**config.mk**
```make
export PLATFORM = sky130hd
export DESIGN_NAME = wb_commit_stage
export DESIGN_NICKNAME = d
export VERILOG_FILES = /design/src/rtl/wb_commit_stage.sv
export SDC_FILE = /design/constraint.sdc
export NUM_CORES = 1
export LEC_CHECK = 0
export BUFFER_PORTS_ARGS = -buffer_cell sky130_fd_sc_hd__buf_2
export CAP_MARGIN = 20
export CORE_AREA = 2 2 189 191
export DETAILED_ROUTE_END_ITERATION = 8
export DIE_AREA = 0 0 191 193
export GPL_TIMING_DRIVEN = 0
export HOLD_SLACK_MARGIN = 0.08
export PLACE_DENSITY = 0.84
export SETUP_SLACK_MARGIN = 0.15
export SYNTH_ARGS = -nofsm -noshare
export SYNTH_HDL_FRONTEND = slang
export SYNTH_SLANG_ARGS = --single-unit
```
**constraint.sdc**
```tcl
create_clock -name clk -period 6 [get_ports clk]
set_input_delay 0.6 -clock clk [delete_from_list [all_inputs] [get_ports clk]]
set_output_delay 0.6 -clock clk [all_outputs]
set_load 0.02 [all_outputs]
```
**src/rtl/wb_commit_stage.sv**
```systemverilog
// Writeback/commit stage: latches a retiring bundle, drives per-lane RF writes,
// and serialises register-writing lanes through a trace FIFO onto debug_wb_*.
module wb_commit_stage #(
   parameter int unsigned LANES       = 2,
   parameter int unsigned DATA_W      = 32,
   parameter int unsigned NUM_W       = 5,
   parameter int unsigned TRACE_DEPTH = 4
) (
   input  logic                              clk,
   input  logic                              rst,
   input  logic [LANES-1:0]                  in_valid,
   input  logic [LANES*NUM_W-1:0]            in_writeNum,
   input  logic [LANES*DATA_W-1:0]           in_pc,
   input  logic [LANES*DATA_W-1:0]           in_data,
   input  logic                              flush,
   output logic                              okToChange,
   output logic [LANES-1:0]                  wb_writeEnable,
   output logic [LANES*NUM_W-1:0]            wb_writeNum,
   output logic [LANES*DATA_W-1:0]           wb_data,
   output logic [$clog2(TRACE_DEPTH+1)-1:0]  trace_count,
   output logic [DATA_W-1:0]                 debug_wb_pc,
   output logic [3:0]                        debug_wb_rf_wen,
   output logic [NUM_W-1:0]                  debug_wb_rf_wnum,
   output logic [DATA_W-1:0]                 debug_wb_rf_wdata
);
   localparam int unsigned PTR_W = (TRACE_DEPTH > 1) ? $clog2(TRACE_DEPTH) : 1;
   localparam int unsigned CNT_W = $clog2(TRACE_DEPTH + 1);
   localparam int unsigned ENT_W = DATA_W + NUM_W + DATA_W;

   logic [LANES-1:0]        valid_q, valid_d;
   logic [LANES*NUM_W-1:0]  wnum_q, wnum_d;
   logic [LANES*DATA_W-1:0] pc_q, pc_d, data_q, data_d;
   logic [ENT_W-1:0]        mem_q [TRACE_DEPTH];
   logic [ENT_W-1:0]        mem_d [TRACE_DEPTH];
   logic [PTR_W-1:0]        rptr_q, rptr_d, wptr_q, wptr_d, widx;
   logic [CNT_W-1:0]        count_q, count_d, push_cnt;
   logic [DATA_W-1:0]       dbg_pc_q, dbg_pc_d, dbg_wdata_q, dbg_wdata_d;
   logic [NUM_W-1:0]        dbg_wnum_q, dbg_wnum_d;
   logic [3:0]              dbg_wen_q, dbg_wen_d;
   logic [LANES-1:0]        wen;
   logic                    pop;

   always_comb begin
      wen      = '0;
      push_cnt = '0;
      for (int unsigned i = 0; i < LANES; i++) begin
         wen[i]   = valid_q[i] && (wnum_q[i*NUM_W +: NUM_W] != '0);
         push_cnt = push_cnt + CNT_W'(wen[i]);
      end
   end

   // Uses the unflushed push count so acceptance depends on registered state only.
   assign okToChange = ({1'b0, count_q} + {1'b0, push_cnt}) <= (CNT_W+1)'(TRACE_DEPTH - LANES);

   always_comb begin
      valid_d = '0;
      wnum_d  = '0;
      pc_d    = pc_q;
      data_d  = data_q;
      if (!flush && okToChange) begin
         valid_d = in_valid;
         wnum_d  = in_writeNum;
         pc_d    = in_pc;
         data_d  = in_data;
      end
   end

   // A flush discards the held bundle, so its lanes are kept out of the trace.
   always_comb begin
      mem_d = mem_q;
      widx  = wptr_q;
      for (int unsigned i = 0; i < LANES; i++) begin
         if (wen[i] && !flush) begin
            mem_d[widx] = {pc_q[i*DATA_W +: DATA_W], wnum_q[i*NUM_W +: NUM_W],
                           data_q[i*DATA_W +: DATA_W]};
            widx        = widx + 1'b1;
         end
      end
      wptr_d = widx;
      pop    = (count_q != '0);
      rptr_d = rptr_q + PTR_W'(pop);
      count_d = count_q + (flush ? CNT_W'(0) : push_cnt) - CNT_W'(pop);
      dbg_wen_d   = pop ? 4'hF : 4'h0;
      dbg_pc_d    = dbg_pc_q;
      dbg_wnum_d  = dbg_wnum_q;
      dbg_wdata_d = dbg_wdata_q;
      if (pop) begin
         {dbg_pc_d, dbg_wnum_d, dbg_wdata_d} = mem_q[rptr_q];
      end
   end

   always_ff @(posedge clk) begin
      if (!rst) begin
         valid_q     <= '0;
         wnum_q      <= '0;
         pc_q        <= '0;
         data_q      <= '0;
         rptr_q      <= '0;
         wptr_q      <= '0;
         count_q     <= '0;
         dbg_pc_q    <= '0;
         dbg_wnum_q  <= '0;
         dbg_wdata_q <= '0;
         dbg_wen_q   <= '0;
      end else begin
         valid_q     <= valid_d;
         wnum_q      <= wnum_d;
         pc_q        <= pc_d;
         data_q      <= data_d;
         rptr_q      <= rptr_d;
         wptr_q      <= wptr_d;
         count_q     <= count_d;
         dbg_pc_q    <= dbg_pc_d;
         dbg_wnum_q  <= dbg_wnum_d;
         dbg_wdata_q <= dbg_wdata_d;
         dbg_wen_q   <= dbg_wen_d;
      end
   end

   always_ff @(posedge clk) begin
      mem_q <= mem_d;
   end

   assign wb_writeEnable    = wen;
   assign wb_writeNum       = wnum_q;
   assign wb_data           = data_q;
   assign trace_count       = count_q;
   assign debug_wb_pc       = dbg_pc_q;
   assign debug_wb_rf_wen   = dbg_wen_q;
   assign debug_wb_rf_wnum  = dbg_wnum_q;
   assign debug_wb_rf_wdata = dbg_wdata_q;

endmodule

```
==> results.py <==
metrics = {
    "placement": {
        "place_ws_ps": 1140,
        "placed_cells": 3044,
        "place_congestion": 0.895,
        "io_buffer_count": 295,
        "place.detailed.hpwl_mm": 47.7,
        "post_dp_cell_area_sq_um": 23400,
    },
    "route": {
        "viasPerCell": 6.26,
        "wl_mm": 69.2,
        "ant_nets": 0,
        "routed-via-count": 19622,
        "remaining_drc_errors": 0,
        "wl_per_cell_microns": 22.1,
        "drtPass1Iterations": 6,
        "drt_iter0_drc": 2230,
    },
    "finish": {
        "stdcell_area_sq_um": 25000,
        "layout-drive-gt1-share_pct": 21.4,
        "area_growth_pct": 17.7,
        "diodes": 0,
        "fin_util_pct": 71.6,
        "final_cell_count_no_fill": 3134,
        "nets": 2794,
    },
    "synthesis": {
        "synth.avg_cell_area_sq_um": 9.31,
        "synth_seq_area_share_pct": 46.4,
        "synth_ff_type": "dfxtp_1",
        "synth.lib_cells_used.distinct": 39,
        "yosysMostFrequentCell": "dfxtp_1",
        "ys_top_cells_by_area": "dfxtp_1 46%, mux2i_1 12%, a21oi_1 11%",
        "yosysTopAreaCellShare_pct": 46.4,
        "ys_ff_latch": 493,
        "syn_area_sq_um": 21300,
        "yosys_warnings": 0,
        "ys_top_cells_by_count": "493 x dfxtp_1, 470 x a21oi_1, 284 x nor2_1, 258 x mux2i_1, 140 x nand2_1",
        "yosysTopAreaCell": "dfxtp_1",
        "syn_inst": 2285,
        "synthArstFlopShare_pct": 0,
        "synth_edf_count": 0,
        "syn-num-nets": 2445,
    },
    "setup_path": {
        "cp.required_ps": 5400,
        "cpPeakStageDelay_ps": 750,
        "cp_max_fo": 10,
        "cp.arrival_ps": 4990,
        "slowest_stage": "a31oi_1",
        "crit_path_end_kind": "output port",
        "worstSetupStartpointType": "flop",
        "reg2regPathDepth": 13,
        "critical_path_class": "flop to output port",
        "cp_cell_sequence": "or3_4, o31a_1, ha_1, ha_1, inv_1, fa_1, nor2b_1, a31oi_1, buf_2, clkbuf_1, nor2_1, buf_2",
    },
    "sta": {
        "fin_tns_setup_ps": 0,
        "min_period_ps": 5590,
        "slew_headroom_pct": 17.5,
        "finalSetupViolCount": 0,
        "grt_setup_unrepaired": "false",
        "slew_violations": 0,
        "clock.fmax_mhz": 179,
        "hold_viol_final": 0,
        "hold_slack_ps": 249,
        "clock_skew_ps": 18.2,
        "finalCritPeriodShare_pct": 93.1,
        "worst_pin_slew_ps": 1240,
        "setup_ws_ps": 412,
    },
    "floorplanning": {
        "dieWidth_microns": 191,
        "die_area_sq_um": 36900,
        "num_rows": 69,
        "fp.dieH_microns": 193,
        "fp.coreArea_sq_um": 35000,
        "start_util_pct": 60.8,
        "io_pins": 296,
    },
    "global_routing": {
        "busiest_layer": "met2",
        "track_usage_pct": 36.5,
        "grt_pass1_vias": 18945,
        "overflow": 0,
        "grt_max_degree": 15,
        "met2_usage_pct": 60.9,
        "grt_use_met3_pct": 5.81,
        "antenna_found_initial": 0,
        "use_met1_pct": 45.4,
        "grt_pass1_wl_mm": 104,
    },
    "pwr": {
        "ir_worst_vdd_mv": 0.304,
        "p_sw_mw": 3.96,
        "p_total_mw": 11.1,
        "internal-power_mw": 7.15,
        "p_comb_share_pct": 30.9,
        "power.density_nw_per_um2": 444,
        "power.leakage_nw": 12.4,
        "p_clk_share_pct": 28.4,
        "pwr-share-seq_pct": 40.7,
        "swShare_pct": 35.6,
    },
    "run_status": {
        "outcome": "finished, final reports clean",
    },
    "cts": {
        "cts_sinks": 493,
        "htree_num_levels": 2,
        "post_cts_buffers": 0,
        "cts-root-buf": "clkbuf_16",
        "clk_latency_ps": 580,
        "cts.clk_slew.worst_paths_ps": 60,
        "hold_buffers": 0,
        "max-clock-path-buffers": 3,
        "post_cts_resized": 0,
        "numCtsBuffers": 49,
        "cts_tree": "yes",
    },
    "min_path": {
        "hold_depth": 2,
        "min_path_type": "input port to flop",
    },
    "flow_run": {
        "cap_viol_max_count": 0,
    },
}
worst max-delay path: cells and delay by family, from the launching register on:
kind | cells | cell delay [ps]
fa+ha+maj | 3 | 890
flops | 1 | 430
compound gates | 2 | 1070
simple gates | 3 | 810
buf+inv | 4 | 1180
metal layers:
metal	vias to the layer above	part of all wire, %
met5	-	0
met4	0	5.8
met3	279	10
met2	1278	47
met1	9322	37
li1	8743	-
worst paths after layout:
check,start,endpoint,slack [ps]
worst max-delay path,wb_writeNum[5],okToChange,410
worst max register to register,wb_writeNum[5],wb_writeNum[2],1090
worst min register to register,debug_wb_rf_wdata[10],debug_wb_rf_wdata[10],450
worst min-delay path,in_writeNum[7],wb_writeNum[7],250
registers in the layout, summed over array words and instances, names as in the netlist:
name               cells
debug_wb_rf_wnum       5
trace_count            3
debug_wb_rf_wdata     32
wb_writeNum           10
debug_wb_rf_wen        1
valid_q                2
wb_data               64
mem_q                276
wptr_q                 2
rptr_q                 2
debug_wb_pc           32
pc_q                  64
layout by cell type (no fill, tap or decap), types with 11 or more instances in the layout:
cell type,n
buf_2,340
nand2_1,140
clkbuf_1,111
mux4_2,69
a22oi_1,20
a21oi_1,470
nor2_1,284
buf_4,55
clkbuf_8,13
clkbuf_16,51
mux2i_1,258
o21ai_0,129
dfxtp_1,493
nand3_1,128
ha_1,15
and3_1,12
inv_1,11
power groups by stage:
| stage | combinational (mW) | clock (mW) | sequential (mW) |
|---|---|---|---|
| 2_1_floorplan | 2.00 | 0 | 4.68 |
| 3_3_place_gp | 3.23 | 0 | 4.50 |
| 3_5_place_dp | 3.33 | 0 | 4.55 |
| 4_1_cts | 3.37 | 3.14 | 4.49 |
| 5_1_grt | 3.67 | 3.28 | 4.58 |
| 6_report | 3.43 | 3.15 | 4.52 |
cell type report:
cell class / instances / area, sq um
inverters: 12 / 45.0
clock inverters: 15 / 161
multi-input cells: 1569 / 10200
plain buffers: 211 / 1150
flip-flops and latches: 493 / 9870
fillers: 2595 / 9930
clock buffers: 75 / 1500
repair buffers: 298 / 1520
well taps: 461 / 577
cells by family (layout without fill, tap and decap cells):
| family | after synthesis | after routing | share of synthesized area, % |
|---|---|---|---|
| AO/OA/AOI/OAI | 637 | 637 | 15.8 |
| AND/OR/NAND/NOR | 584 | 584 | 11.5 |
| flip-flops | 493 | 493 | 46.4 |
| multiplexers | 327 | 327 | 19.4 |
| buffers and inverters | 223 | 611 | 5.63 |
| adder cells (fa/ha/maj) | 17 | 17 | 1.07 |
| XOR/XNOR | 4 | 4 | 0.165 |
No activity file was read; power rests on OpenSTA's default activity.
